[config.mk]
export PLATFORM = sky130hd
export DESIGN_NAME = mul_div_sequencer
export DESIGN_NICKNAME = d
export VERILOG_FILES = /design/src/rtl/mul_div_sequencer.sv
export SDC_FILE = /design/constraint.sdc
export NUM_CORES = 1
export LEC_CHECK = 0
export ABC_CLOCK_PERIOD_IN_PS = 7500
export CAP_MARGIN = 25
export CORE_ASPECT_RATIO = 0.75
export CORE_MARGIN = 4
export CORE_UTILIZATION = 50
export CTS_BUF_LIST = sky130_fd_sc_hd__clkbuf_4
export CTS_CLUSTER_SIZE = 16
export DETAILED_ROUTE_END_ITERATION = 10
export PLACE_DENSITY = 0.71
export SLEW_MARGIN = 15
export SYNTH_ARGS = -nofsm -noshare
export SYNTH_HDL_FRONTEND = slang
export SYNTH_SLANG_ARGS = --single-unit
[constraint.sdc]
create_clock -name clk -period 7.5 [get_ports clk]
set_input_delay 0.75 -clock clk [delete_from_list [all_inputs] [get_ports clk]]
set_output_delay 0.75 -clock clk [all_outputs]
set_load 0.01 [all_outputs]
[src/rtl/mul_div_sequencer.sv]
// Iterative MULTU/MULT/DIVU sequencer owning HI/LO for the MIPS core.
// Latency: 32 cycles (MULTU/DIVU) or 33 cycles (MULT) from start to HI/LO write.
// Backpressure: stall asserts while busy if decode presents start or readhilo.
module mul_div_sequencer #(
  parameter int WIDTH = 32
) (
  input  logic             clk,
  input  logic             reset,
  input  logic             start,
  input  logic [1:0]       op,
  input  logic [WIDTH-1:0] srca,
  input  logic [WIDTH-1:0] srcb,
  input  logic             readhilo,
  output logic [WIDTH-1:0] hi,
  output logic [WIDTH-1:0] lo,
  output logic             busy,
  output logic             stall,
  output logic             done
);

  typedef enum logic [1:0] {IDLE, RUN, FIX} state_t;

  localparam logic [1:0] OP_MULTU = 2'b00;
  localparam logic [1:0] OP_MULT  = 2'b01;
  localparam logic [1:0] OP_DIVU  = 2'b10;
  localparam logic [1:0] OP_RSVD  = 2'b11;

  state_t             state, state_nxt;
  logic [5:0]         cnt;
  logic [WIDTH-1:0]   opb;          // multiplicand or divisor
  logic [2*WIDTH-1:0] acc;          // mul: {partial, multiplier}; div: {rem, quotient}
  logic [2*WIDTH-1:0] acc_step;
  logic [2*WIDTH-1:0] acc_fix;
  logic [WIDTH:0]     sum;
  logic [WIDTH+1:0]   trial;
  logic [WIDTH-1:0]   abs_a, abs_b;
  logic               is_div, is_signed, neg;
  logic               accept, last;

  assign accept = (state == IDLE) && start && (op != OP_RSVD);
  assign last   = (cnt == 6'(WIDTH - 1));
  assign busy   = (state != IDLE);
  assign stall  = busy && (start || readhilo);

  // Magnitudes for signed multiply; the most negative value maps to itself as unsigned.
  assign abs_a = srca[WIDTH-1] ? (~srca + 1'b1) : srca;
  assign abs_b = srcb[WIDTH-1] ? (~srcb + 1'b1) : srcb;

  // Final sign correction of the unsigned product.
  assign acc_fix = neg ? (~acc + 1'b1) : acc;

  // One datapath step: shift-add for multiply, restoring subtract for divide.
  always_comb begin
    sum   = {1'b0, acc[2*WIDTH-1:WIDTH]} + {1'b0, opb};
    trial = {1'b0, acc[2*WIDTH-1:WIDTH-1]} - {2'b00, opb};
    acc_step = acc;
    if (is_div) begin
      if (!trial[WIDTH+1])
        acc_step = {trial[WIDTH-1:0], acc[WIDTH-2:0], 1'b1};
      else
        acc_step = {acc[2*WIDTH-2:0], 1'b0};
    end else begin
      if (acc[0])
        acc_step = {sum, acc[WIDTH-1:1]};
      else
        acc_step = {1'b0, acc[2*WIDTH-1:1]};
    end
  end

  // State register.
  always_ff @(posedge clk) begin
    if (reset) state <= IDLE;
    else       state <= state_nxt;
  end

  // Next-state decode.
  always_comb begin
    state_nxt = state;
    case (state)
      IDLE:    if (accept) state_nxt = RUN;
      RUN:     if (last)   state_nxt = is_signed ? FIX : IDLE;
      FIX:     state_nxt = IDLE;
      default: state_nxt = IDLE;
    endcase
  end

  // Operand capture, iteration, and HI/LO write-back.
  always_ff @(posedge clk) begin
    if (reset) begin
      cnt       <= '0;
      opb       <= '0;
      acc       <= '0;
      is_div    <= 1'b0;
      is_signed <= 1'b0;
      neg       <= 1'b0;
      hi        <= '0;
      lo        <= '0;
      done      <= 1'b0;
    end else begin
      done <= 1'b0;
      case (state)
        IDLE: begin
          if (accept) begin
            cnt       <= '0;
            is_div    <= (op == OP_DIVU);
            is_signed <= (op == OP_MULT);
            neg       <= (op == OP_MULT) && (srca[WIDTH-1] ^ srcb[WIDTH-1]);
            acc       <= {{WIDTH{1'b0}}, (op == OP_MULT) ? abs_a : srca};
            opb       <= (op == OP_MULT) ? abs_b : srcb;
          end
        end
        RUN: begin
          cnt <= cnt + 6'd1;
          acc <= acc_step;
          if (last && !is_signed) begin
            hi   <= acc_step[2*WIDTH-1:WIDTH];
            lo   <= acc_step[WIDTH-1:0];
            done <= 1'b1;
          end
        end
        FIX: begin
          hi   <= acc_fix[2*WIDTH-1:WIDTH];
          lo   <= acc_fix[WIDTH-1:0];
          done <= 1'b1;
        end
        default: ;
      endcase
    end
  end

endmodule

==> results_dict.tcl <==
set metrics [dict create \
    status "finished clean" \
    synth_flop_cell "dfxtp_1" \
    num_io_pins 137 \
    drive_gt1_share_pct 4.894 \
    top_layer "met5" \
    tightest_slew_ps 993.7 \
    synth_area_um2 14460 \
    vias 15039 \
    wl_met2_um 20540 \
    nets 2115 \
    rrSetupSlack_ps 3200 \
    relSlewSlack_pct 33.51 \
    hold_path_class "input port to flip-flop" \
    critPathArrivalTime_ps 4830 \
    grt_antenna_before_repair 2 \
    final_common_cell "nand2_1" \
    cts_hold_buf 0 \
    synth_edf_count 0 \
    dp_hpwl_um 36280 \
    tns_ps 0 \
    totalWireLength_um 48800 \
    die-area_um2 31720 \
    synthCells 1919 \
    fin_util_pct 57.87 \
    syn-num-nets 2063 \
    vias_per_cell 6.351 \
    die_y_um 155.3 \
    hold_viol 0 \
    io_buffers 136 \
    clkLatencyLatePin_ps 630 \
    clock_sinks 172 \
    finalCritPeriodShare_pct 57.33 \
    rsz0062_at_grt "no" \
    met1_length_um 22540 \
    leakagePower_uw 0.006115 \
    fin_crit_ps 4300 \
    grt_pass1_wl_um 77270 \
    required_ps 8040 \
    h-tree-depth 4 \
    cts.repair.resized 0 \
    power.density_nw_per_um2 194.4 \
    slew_violations 0 \
    cts_buffers 17 \
    gp_congestion 0.9565 \
    power.total_uw 3178 \
    layout_common_cells "nand2_1, a21oi_1, nor2_1" \
    nFillCells 2754 \
    rows 53 \
    post_cts_buffers 0 \
    first_pass_iters 8 \
    cts_tree "yes" \
    grt_max_degree 67 \
    syn2layout_area_growth_pct 13.09 \
    synth-seq-area-share_pct 23.82 \
    cap_violations 0 \
    cts_root_buf "clkbuf_4" \
    core_area_um2 28250 \
    ys_ff_latch 172 \
    ys.warnings.count 0 \
    start_util_pct 51.17 \
    irDropWorstVdd_v 0.0001363 \
    grt.overflow.total 0 \
    dr_wl_met3_um 4645 \
    async_reset_ff_share_pct 0 \
    syn_area_per_cell_um2 7.533 \
    cp_max_fo 28 \
    dieWidth_um 204.3 \
    finalSetupViolCount 0 \
    critPathCaptureType "flip-flop" \
    clock_skew_ps 26.78 \
    route.detailed.drc 0 \
    first_global_vias 13750 \
    grt_use_total_pct 30.02 \
    clk_pin_slew_worst_paths_ps 160 \
    ys_types 79 \
    detail_route.wl_per_cell_um 20.61 \
    drtIter0Drc 1512 \
    clockBufferDepth 2 \
    max_freq_mhz 232.6 \
    crit_type "flip-flop to flip-flop" \
    ant_nets 0 \
    startpoint_type "flip-flop" \
]
per-layer routing:
layer / up-vias / GRT usage (%)
met5: - / 0
met4: 2 / 8.546
met3: 74 / 6.230
met2: 679 / 43.78
met1: 7137 / 44.65
li1: 7147 / -
worst max-delay path: stages, from the launching register on:
cell	delay [ps]
dfxtp_1	420
ha_1	500
and4_1	310
nand3_1	150
a21o_1	250
nor4_1	600
o21ai_1	320
a21oi_2	260
buf_4	420
mux2_2	410
a211o_1	290
a32o_1	250
synthesized netlist by cell type (16+ instances only):
cell type	instances	share of area, %
and3_1	16	0.69
nor2_1	174	4.5
or3_1	30	1.3
clkbuf_1	114	3.0
nand2_1	204	5.3
nor3_1	33	1.1
nand4_1	20	0.87
nand3_1	26	0.90
a21oi_1	180	6.2
xnor2_1	71	4.3
ha_1	72	6.2
inv_1	66	1.7
dfxtp_1	172	24
o211ai_1	46	2.4
a21o_1	36	1.9
o21ai_0	101	3.5
mux2i_1	80	5.5
xor2_1	91	5.5
o41ai_1	16	0.97
o31ai_1	31	1.6
a211oi_1	65	3.4
state kept, by name (all words and copies together) (netlist names):
| signal | count |
|---|---|
| done | 1 |
| is_div | 1 |
| hi | 32 |
| cnt | 6 |
| lo | 32 |
| neg | 1 |
| is_signed | 1 |
| opb | 32 |
| state | 2 |
| acc | 64 |
layout make-up:
class                           count  area [um2]  share of cell area [%]
Sequential cell                   172        3448                   21.09
Multi-Input combinational cell   1552       10310                   63.04
Timing Repair Buffer              161        1551                   9.490
Inverter                           67       251.5                   1.538
Clock inverter                     12       171.4                   1.049
Clock buffer                       18       135.1                  0.8266
Tap cell                          385       481.7                   2.947
Antenna cell                        1       2.502                 0.01531
through the flow:
step	area [um2]	hold WS, ps	std cells	setup WS (ps)
CTS	16320	429.7	2364	3416
detailed placement	16010	470.8	2334	3374
finish	16350	456.3	2368	3200
global route	16350	439.5	2368	3051
floorplan	14460	449.2	1919	4201
global placement	16010	462.1	2334	3473
path summary, 6_finish.rpt:
| check | startpoint | to | cells past startpoint |
|---|---|---|---|
| min | reset | acc[30] | 2 |
| min reg2reg | lo[10] | lo[10] | 2 |
| max reg2reg | acc[42] | hi[11] | 11 |
| max | acc[42] | hi[11] | 11 |
logic make-up (layout without fill, tap and decap cells):
| group | after synthesis | after routing | share of synthesized area [%] |
|---|---|---|---|
| compound gates | 625 | 625 | 28.72 |
| xor+xnor | 162 | 162 | 9.815 |
| fa+ha+maj | 74 | 74 | 6.509 |
| buf+inv | 195 | 258 | 5.210 |
| flops | 172 | 172 | 23.82 |
| mux | 93 | 93 | 6.552 |
| other cells | 0 | 1 | 0 |
| simple gates | 598 | 598 | 19.38 |
where the power goes:
| part | switching, uW | total [uW] | internal, uW |
|---|---|---|---|
| clock | 359 | 623 | 264 |
| sequential | 126 | 1110 | 988 |
| combinational | 915 | 1440 | 526 |
| total | 1400 | 3180 | 1780 |
Power figures use the tool's default switching activity.
